--- config.mk ---
export PLATFORM = sky130hd
export DESIGN_NAME = serial_deserializer
export DESIGN_NICKNAME = d
export VERILOG_FILES = /design/src/rtl/serial_deserializer.sv
export SDC_FILE = /design/constraint.sdc
export NUM_CORES = 1
export LEC_CHECK = 0
export BUFFER_PORTS_ARGS = -buffer_cell sky130_fd_sc_hd__buf_2
export CAP_MARGIN = 5
export CORE_ASPECT_RATIO = 0.5
export CORE_MARGIN = 1.5
export CORE_UTILIZATION = 29
export CTS_BUF_LIST = sky130_fd_sc_hd__clkbuf_8 sky130_fd_sc_hd__clkbuf_16
export CTS_CLUSTER_SIZE = 40
export DETAILED_ROUTE_END_ITERATION = 16
export PLACE_DENSITY_LB_ADDON = 0.15
export SKIP_CTS_REPAIR_TIMING = 1
export SYNTH_ARGS = -nofsm -noshare
export SYNTH_HDL_FRONTEND = slang
export SYNTH_SLANG_ARGS = --single-unit
export TNS_END_PERCENT = 10
--- constraint.sdc ---
create_clock -name CLK -period 3 [get_ports CLK]
set_input_delay 0.15 -clock CLK [delete_from_list [all_inputs] [get_ports CLK]]
set_output_delay 0.15 -clock CLK [all_outputs]
set_load 0.02 [all_outputs]
--- src/rtl/serial_deserializer.sv ---
// Serial-to-parallel deserializer with per-frame bit order, a single-entry
// output buffer with valid/ready handshake, and a sticky overrun flag.
module serial_deserializer #(
  parameter int Data_width = 5
) (
  input  logic                            CLK,
  input  logic                            RST_N,
  input  logic                            START,
  input  logic                            MSB_FIRST,
  input  logic                            SVALID,
  input  logic                            SIN,
  input  logic                            Q_READY,
  input  logic                            CLR_OVR,
  output logic [Data_width-1:0]           Q,
  output logic                            Q_VALID,
  output logic                            BUSY,
  output logic [$clog2(Data_width+1)-1:0] BITCNT,
  output logic                            OVERRUN
);

  localparam int CW = $clog2(Data_width + 1);
  localparam logic [CW-1:0] LAST_IDX = CW'(Data_width - 1);

  typedef enum logic {
    IDLE  = 1'b0,
    SHIFT = 1'b1
  } state_t;

  state_t                state_reg, state_next;
  logic [Data_width-1:0] sr_reg, sr_next;
  logic [CW-1:0]         cnt_reg, cnt_next;
  logic                  ord_reg, ord_next;
  logic [Data_width-1:0] q_reg, q_next;
  logic                  qv_reg, qv_next;
  logic                  ovr_reg, ovr_next;

  // Shift register contents after absorbing SIN in the latched bit order
  logic [Data_width-1:0] shifted;
  logic                  complete;

  // Compute the shift-register value that would result from taking SIN now
  always_comb begin
    shifted = '0;
    if (ord_reg) begin
      shifted = {sr_reg[Data_width-2:0], SIN};
    end else begin
      shifted = {SIN, sr_reg[Data_width-1:1]};
    end
  end

  // Next-state logic: frame FSM, output buffer handshake and overrun flag
  always_comb begin
    state_next = state_reg;
    sr_next    = sr_reg;
    cnt_next   = cnt_reg;
    ord_next   = ord_reg;
    q_next     = q_reg;
    qv_next    = qv_reg;
    ovr_next   = ovr_reg;
    complete   = 1'b0;

    case (state_reg)
      IDLE: begin
        if (START) begin
          state_next = SHIFT;
          sr_next    = '0;
          cnt_next   = '0;
          ord_next   = MSB_FIRST;
        end
      end
      SHIFT: begin
        if (START) begin
          // Restart discards any partial frame, including one about to finish
          sr_next  = '0;
          cnt_next = '0;
          ord_next = MSB_FIRST;
        end else if (SVALID) begin
          sr_next = shifted;
          if (cnt_reg == LAST_IDX) begin
            complete   = 1'b1;
            state_next = IDLE;
            cnt_next   = '0;
          end else begin
            cnt_next = cnt_reg + CW'(1);
          end
        end
      end
      default: begin
        state_next = IDLE;
      end
    endcase

    // Buffer is free when empty or being drained on this very edge
    if (complete) begin
      if (!qv_reg || Q_READY) begin
        q_next  = shifted;
        qv_next = 1'b1;
      end
    end else if (qv_reg && Q_READY) begin
      qv_next = 1'b0;
    end

    // Setting an overrun takes priority over a simultaneous clear
    if (complete && qv_reg && !Q_READY) begin
      ovr_next = 1'b1;
    end else if (CLR_OVR) begin
      ovr_next = 1'b0;
    end
  end

  // State registers with asynchronous active-low reset
  always_ff @(posedge CLK or negedge RST_N) begin
    if (!RST_N) begin
      state_reg <= IDLE;
      sr_reg    <= '0;
      cnt_reg   <= '0;
      ord_reg   <= 1'b1;
      q_reg     <= '0;
      qv_reg    <= 1'b0;
      ovr_reg   <= 1'b0;
    end else begin
      state_reg <= state_next;
      sr_reg    <= sr_next;
      cnt_reg   <= cnt_next;
      ord_reg   <= ord_next;
      q_reg     <= q_next;
      qv_reg    <= qv_next;
      ovr_reg   <= ovr_next;
    end
  end

  assign Q       = q_reg;
  assign Q_VALID = qv_reg;
  assign BUSY    = (state_reg == SHIFT);
  assign BITCNT  = cnt_reg;
  assign OVERRUN = ovr_reg;

endmodule

# After elaboration in Yosys (flattened, before gate mapping)

Index checks and enable logic that the tools add are counted.

Input bits: 8
Register bits after elaboration: 17
Logic and storage cells: 49
Output and inout bits: 11

Bitwise gates (word level): 1
Equal/unequal tests: 4
$add $sub $neg: 1
Reduce and logical (&&, ||, !) cells: 11
Multiplexer cells: 25

Operator list:

| kind                | number |
|---|---|
| $mux 5              | 4 |
| $mux 1              | 14 |
| $mux 3              | 4 |
| $pmux 5 s2          | 1 |
| $pmux 3 s2          | 1 |
| $reduce_and 2->1    | 3 |
| $reduce_bool 2->1   | 2 |
| $add 3x1->3 const B | 1 |
| $eq 3x3->1 const B  | 1 |
| $logic_and 1x1->1   | 3 |
| $ne 3x3->1 const B  | 1 |
| $logic_not 1->1     | 2 |
| $ne 2x1->1 const B  | 1 |
| $ne 2x2->1 const B  | 1 |
| $pmux 1 s2          | 1 |
| $logic_or 1x1->1    | 1 |
| $not 1->1           | 1 |

# Logic depth before layout (Yosys ltp)

Gate-level depths: netlist of run 1.

Depth after elaboration: 8
Gate-level depth with buffers: 5
Depth with buffers taken out: 5

# Worst setup path after synthesis of run 1

OpenSTA, ideal clock, no wires.

Path type: register to register
From: register cnt_reg[0], in the netlist BITCNT[0]
To: register q_reg[0], in the netlist Q[0]
Slack: 1.318 ns
Arrival: 1.557 ns
Clock period less this slack: 1.682 ns
Setup time: 0.125 ns
Path buffers: 0
Required time: 2.875 ns
Cell stages (with the launch flop): 6
Path through: dfrtp_1 > inv_1 > ha_1 > nand2_1 > nor4b_4 > mux2_2

Cells in the longest elaborated chain, start to end: 6

RTL lines:

| item                              | line | source |
|---|---|---|
| start, declared                   | 31   | `logic [CW-1:0] cnt_reg, cnt_next;` |
| start signal, assigned            | 124  | `cnt_reg <= cnt_next;` |
| $eq 3x3->1                        | 79   | `if (cnt_reg == LAST_IDX) begin` |
| $mux 1                            | 79   |  |
| $mux 1                            | 77   | `end else if (SVALID) begin` |
| $mux 1                            | 72   | `if (START) begin` |
| $mux 1                            | 62   | `case (state_reg)` |
| $reduce_and 2->1 (no source line) | -    |  |
| end signal, assigned              | 126  | `q_reg <= q_next;` |
| end, declared                     | 33   | `logic [Data_width-1:0] q_reg, q_next;` |

No other way between the ends.
A chain may end at the register's enable or synchronous reset.

# Final worst setup path of run 1

From: register cnt_reg[0], in the netlist BITCNT[0]
To: register q_reg[4], in the netlist Q[4]

Same word-level chain as after synthesis.

==> out/results.ini, run 1 <==
[yosys]
synth_warnings = 0
synth_area_leaders = dfrtp_1 51%, mux2i_1 7.7%, mux2_2 7.2%, nor2_1 3.8%, dfstp_2 3.4%
postSynthCellCount = 70
yosys_register_bits = 17
synth_edf_count = 0
yosysMostFrequentCell = dfrtp_1
synth_nets = 80
yosysTopAreaCellShare_pct = 51.20
seq_area_frac_synth_pct = 54.56
syn_area_um2 = 782.0
synthTopCellsByCount = 16 x dfrtp_1, 8 x nor2_1, 6 x inv_1, 6 x mux2i_1
ys_async_sr_fraction_pct = 100.0
synth-main-ff-cell = dfrtp_1
ys_types = 23
avgSynthCellArea_um2 = 11.17
synth_area_leader_cell = dfrtp_1

[timing]
slew-limit-headroom_pct = 69.05
period_share_pct = 57.56
setup_violations = 0
rsz0062_at_grt = no
hold_ws_ns = 0.08287
tightest_slew_ns = 0.4623
clock_skew_ns = 0.002705
drv_slew = 0
hold_viol = 0
fin_crit_ns = 1.727
max_clock_freq_mhz = 579.2
setup_slack_ns = 1.273
tns_ns = 0

[critical_path]
cpLargestDelayFamily = simple AND/OR/NAND/NOR gates
worstRegToRegCells = 5
slowest_delay_ns = 0.44
critPathSlowestCell = nor4b_4
path_class = reg -> reg
crit_required_ns = 3.14
cp-end-kind = flip-flop
cp_max_fo = 5
crit_chain = inv_1, ha_1, nand2_1, nor4b_4, mux2_2
crit_buf_inv = 1
crit_path_start_kind = flip-flop
cp.depth = 5
crit_arrival_ns = 1.87

[placed_design]
dp_slack_ns = 1.267
port_buffers = 18
place_inst = 122
gp_congestion = 0.7050

[clocking]
insertion_delay_ns = 0.25
cts_tree = done
root_buffer = clkbuf_8
clock_path_buffers = 2
path_clk_slew_ns = 0.06
clock-sinks = 17
numCtsBuffers = 3
htree_levels = 1

[pwr]
pwr-share-comb_pct = 13.0
p_clk_share_pct = 34.8
p_leak_uw = 0.0004689
p_per_area_nw_per_um2 = 505.9
power_frac_seq_pct = 52.2
p_int_uw = 361.4
p_switching_uw = 125.4
max-vdd-ir-drop_mv = 0.2252
switching_share_pct = 25.76

[layout]
multi_input_area_um2 = 320.3
area_growth_pct = 23.04
nets = 101
ff_latch_area_um2 = 426.7
n_fill_cell = 277
drive_above_1_share_pct = 35.56
diodes = 0
final_cells = 127

[global_route]
grt_first_pass_wirelength_um = 2628
grtUsageTotal_pct = 12.07
grt_max_degree = 18
antenna_found_initial = 0
grt_pass1_vias = 582
overflow = 0

[route]
drtAntennaViolNets = 0
firstDrtPassIters = 4
drt-vias-per-instance = 4.465
vias = 567
initialDrtViolationCount = 13
post-route-drc-count = 0
wl_per_cell_um = 12.69
totalWireLength_um = 1611

[die]
std_cell_rows = 13
die_x_um = 76.44
core_area_um2 = 2570
ioPinCount = 19
die-area_um2 = 3036
fp.dieH_um = 39.72
start_util_pct = 30.43

[run]
maxCapViolations = 0

[status]
status = finished, final reports clean

[min_path]
hp-class = in -> reg
worstHoldPathCells = 2

[kinds of logic after synthesis]
family	share of synthesized area (%)
mux	14.88
flops	54.56
compound gates	7.199
buf+inv	4.480
simple gates	15.68
fa+ha+maj	3.199
[final timing paths]
kind | from | end | slack [ns]
min | CLR_OVR | OVERRUN | 0.08
max reg2reg | BITCNT[0] | Q[4] | 1.27
max in group asynchronous | RST_N | ord_reg | 2.33
max | BITCNT[0] | Q[4] | 1.27
min reg2reg | Q[0] | Q[0] | 0.51
min in group asynchronous | RST_N | BITCNT[0] | 0.35
[worst reg2reg max path: cells and delay by family (launching register included)]
kind | cells | cell delay [ns]
adder cells (fa/ha/maj) | 1 | 0.17
flip-flops | 1 | 0.41
buffers and inverters | 1 | 0.09
multiplexers | 1 | 0.39
AND/OR/NAND/NOR | 2 | 0.56
[power by group through the flow]
| stage | sequential (µW) | clock (µW) | combinational, µW |
|---|---|---|---|
| 4_1_cts | 254 | 178 | 63.5 |
| 2_1_floorplan | 262 | 0 | 35.3 |
| 5_1_grt | 255 | 187 | 70.5 |
| 6_report | 254 | 169 | 63.3 |
| 3_3_place_gp | 257 | 0 | 62.0 |
| 3_5_place_dp | 258 | 0 | 63.5 |
[per-layer routing]
metal	track usage (%)	share of wire [%]	up-vias
li1	-	-	277
met1	13.47	47	276
met4	2.778	0.81	0
met3	6.047	5.5	3
met2	21.43	47	11
met5	0	0	-
[cell usage in the layout, fill, tap and decap left out]
master         instances
buf_2                 18
dfrtp_1               16
nor2_1                 8
inv_1                  6
mux2i_1                6
nand2_1                5
mux2_2                 5
a211oi_1               3
a21oi_1                3
clkbuf_8               3
nor3_1                 2
ha_1                   2
nand2_2                1
or3_2                  1
o21a_1                 1
nand2b_1               1
nor4b_4                1
and2_2                 1
nand3_1                1
o21ai_0                1
nand3b_1               1
o22ai_1                1
clkinv_2               1
dlygate4sd3_1          1
dfstp_2                1
[layout make-up]
| cell class | count | area share, % |
|---|---|---|
| multi-input cells | 44 | 33.29 |
| inverters | 6 | 2.341 |
| repair buffers | 19 | 10.40 |
| well taps | 37 | 4.811 |
| clock buffers | 3 | 4.291 |
| clock inverters | 1 | 0.5202 |
| flip-flops and latches | 17 | 44.34 |
[through the flow]
step | utilization [%] | area, µm² | power, µW
floorplan | - | 782.0 | 296.9
global placement | 35.25 | 905.9 | 318.7
detailed placement | 35.25 | 905.9 | 321.3
CTS | 37.05 | 952.2 | 495.8
global route | 37.44 | 962.2 | 513.1
finish | 37.44 | 962.2 | 486.7
(Power assumes the default switching activity.)
==> inputs of run 2 (changes only) <==
==> constraint.sdc (replaced) <==
create_clock -name CLK -period 1.81 [get_ports CLK]
set_input_delay 0.0905 -clock CLK [delete_from_list [all_inputs] [get_ports CLK]]
set_output_delay 0.0905 -clock CLK [all_outputs]
set_load 0.02 [all_outputs]
==> out/results.ini, run 2 (synthesis results as in run 1) <==
[timing]
fin_crit_ns = 1.628  ; -0.09913 ns
slew-limit-headroom_pct = 74.15  ; +5.1 points
hold_ws_ns = 0.02532  ; -0.05755 ns
max_clock_freq_mhz = 614.4  ; +6.1%
drv_slew = 0  ; unchanged
tightest_slew_ns = 0.3878  ; -0.07452 ns
setup_violations = 0  ; unchanged
hold_viol = 0  ; unchanged
clock_skew_ns = 0.007382  ; +0.004676 ns
tns_ns = 0  ; unchanged
period_share_pct = 89.92  ; +32 points
rsz0062_at_grt = no

[layout]
area_growth_pct = 24.32
diodes = 0  ; unchanged
drive_above_1_share_pct = 36.26  ; +0.71 points
final_common_cell = buf_2
nets = 102  ; +0.99%
mostFrequentLayoutCells = 18 x buf_2, 16 x dfrtp_1, 8 x nor2_1
n_fill_cell = 272  ; -1.8%

[die]
start_util_pct = 30.43  ; unchanged
fp.dieH_um = 39.72  ; unchanged
std_cell_rows = 13  ; unchanged
ioPinCount = 19  ; unchanged
core_area_um2 = 2570  ; unchanged
die-area_um2 = 3036  ; unchanged
die_x_um = 76.44  ; unchanged

[route]
wl_per_cell_um = 12.43  ; -2.0%
initialDrtViolationCount = 9  ; -4
firstDrtPassIters = 4  ; unchanged
post-route-drc-count = 0  ; unchanged
totalWireLength_um = 1591  ; -1.2%
vias = 563  ; -0.71%
drtAntennaViolNets = 0  ; unchanged
drt-vias-per-instance = 4.398  ; -1.5%

[min_path]
worstHoldPathCells = 2  ; unchanged
hold_start = CLR_OVR
hp-class = in -> reg
hold_end = OVERRUN

[critical_path]
r2r_slack_ns = 0.18  ; -1.09 ns
reg2reg_from = BITCNT[0]
cp-end-kind = flip-flop
worstRegToRegCells = 5  ; unchanged
crit_path_start_kind = flip-flop
path_class = reg -> reg
crit_required_ns = 1.95  ; -1.19 ns
worstReg2RegEnd = Q[4]
cp_max_fo = 4  ; -1
crit_arrival_ns = 1.77  ; -0.10 ns

[clocking]
clock-sinks = 17  ; unchanged
htree_levels = 1  ; unchanged
clock_path_buffers = 2  ; unchanged
cts_tree = done
numCtsBuffers = 3  ; unchanged
insertion_delay_ns = 0.25  ; about the same
path_clk_slew_ns = 0.07  ; about the same
root_buffer = clkbuf_8

[status]
status = finished, final reports clean

[placed_design]
port_buffers = 18  ; unchanged
detailed_place_hpwl_um = 1191
gp_congestion = 0.7047  ; about the same

[pwr]
max-vdd-ir-drop_mv = 0.3069  ; +36%
p_per_area_nw_per_um2 = 838.7  ; +66%
p_leak_uw = 0.0004706  ; +0.36%

[global_route]
overflow = 0  ; unchanged
grt_first_pass_wirelength_um = 2559  ; -2.6%
grt_max_degree = 18  ; unchanged
grtUsageTotal_pct = 11.80  ; -0.27 points
grt_pass1_vias = 552  ; -5.2%
antenna_found_initial = 0  ; unchanged

[run]
maxCapViolations = 0  ; unchanged

[run 2: cell types whose count changed in the layout (fill, tap and decap cells not counted), sizes merged]
cell / change
buf: +1
clkinvlp: +1
clkinv: -1
[run 2: worst max-delay path by stage]
stage | startpoint | to | slack, ns | cells past startpoint
2_1_floorplan | BITCNT[0] | Q[0] | 0.13 | 5
3_3_place_gp | BITCNT[0] | Q[4] | 0.23 | 5
3_5_place_dp | BITCNT[0] | Q[0] | 0.18 | 5
4_1_cts | BITCNT[0] | Q[0] | 0.17 | 5
5_1_grt | BITCNT[0] | Q[0] | 0.02 | 5
6_report | BITCNT[0] | Q[4] | 0.18 | 5
[run 2: routing by layer]
| metal | track usage [%] | wire length, µm | vias to the layer above |
|---|---|---|---|
| met4 | 2.778 | 0 | 0 |
| li1 | - | - | 278 |
| met3 | 6.047 | 91 | 0 |
| met2 | 19.64 | 742 | 12 |
| met1 | 13.85 | 757 | 273 |
| met5 | 0 | 0 | - |
[run 2: critical path, stage by stage, from the launching register on]
cell and delay [ns]:
dfrtp_1 0.41, inv_1 0.09, ha_1 0.17, nand2_1 0.12, nor4b_4 0.36, mux2_2 0.38
[run 2: area by class of cell]
class,count,area [µm²],share of cell area [%]
clock buffers,3,41.29,4.247
clock inverters,1,7.507,0.7722
inverters,6,22.52,2.317
multi-input cells,44,320.3,32.95
flip-flops and latches,17,426.7,43.89
well taps,37,46.29,4.762
repair buffers,20,107.6,11.07
[run 2: power breakdown]
group	leakage [µW]	switching [µW]	total, µW	internal, µW
clock network	0.0000217	135	290	155
registers	0.000209	17.9	421	403
logic	0.000240	61.6	105	43.4
[run 2: per-stage QoR]
step	cells	worst slack (ns)	total power, µW	cell area (µm²)	utilization [%]
2_1_floorplan	70	0.1280	492.0	782.0	-
3_3_place_gp	123	0.2321	526.6	913.4	35.54
3_5_place_dp	123	0.1752	532.4	913.4	35.54
4_1_cts	127	0.1682	827.1	962.2	37.44
5_1_grt	128	0.02165	862.4	972.2	37.83
6_report	128	0.1825	815.4	972.2	37.83
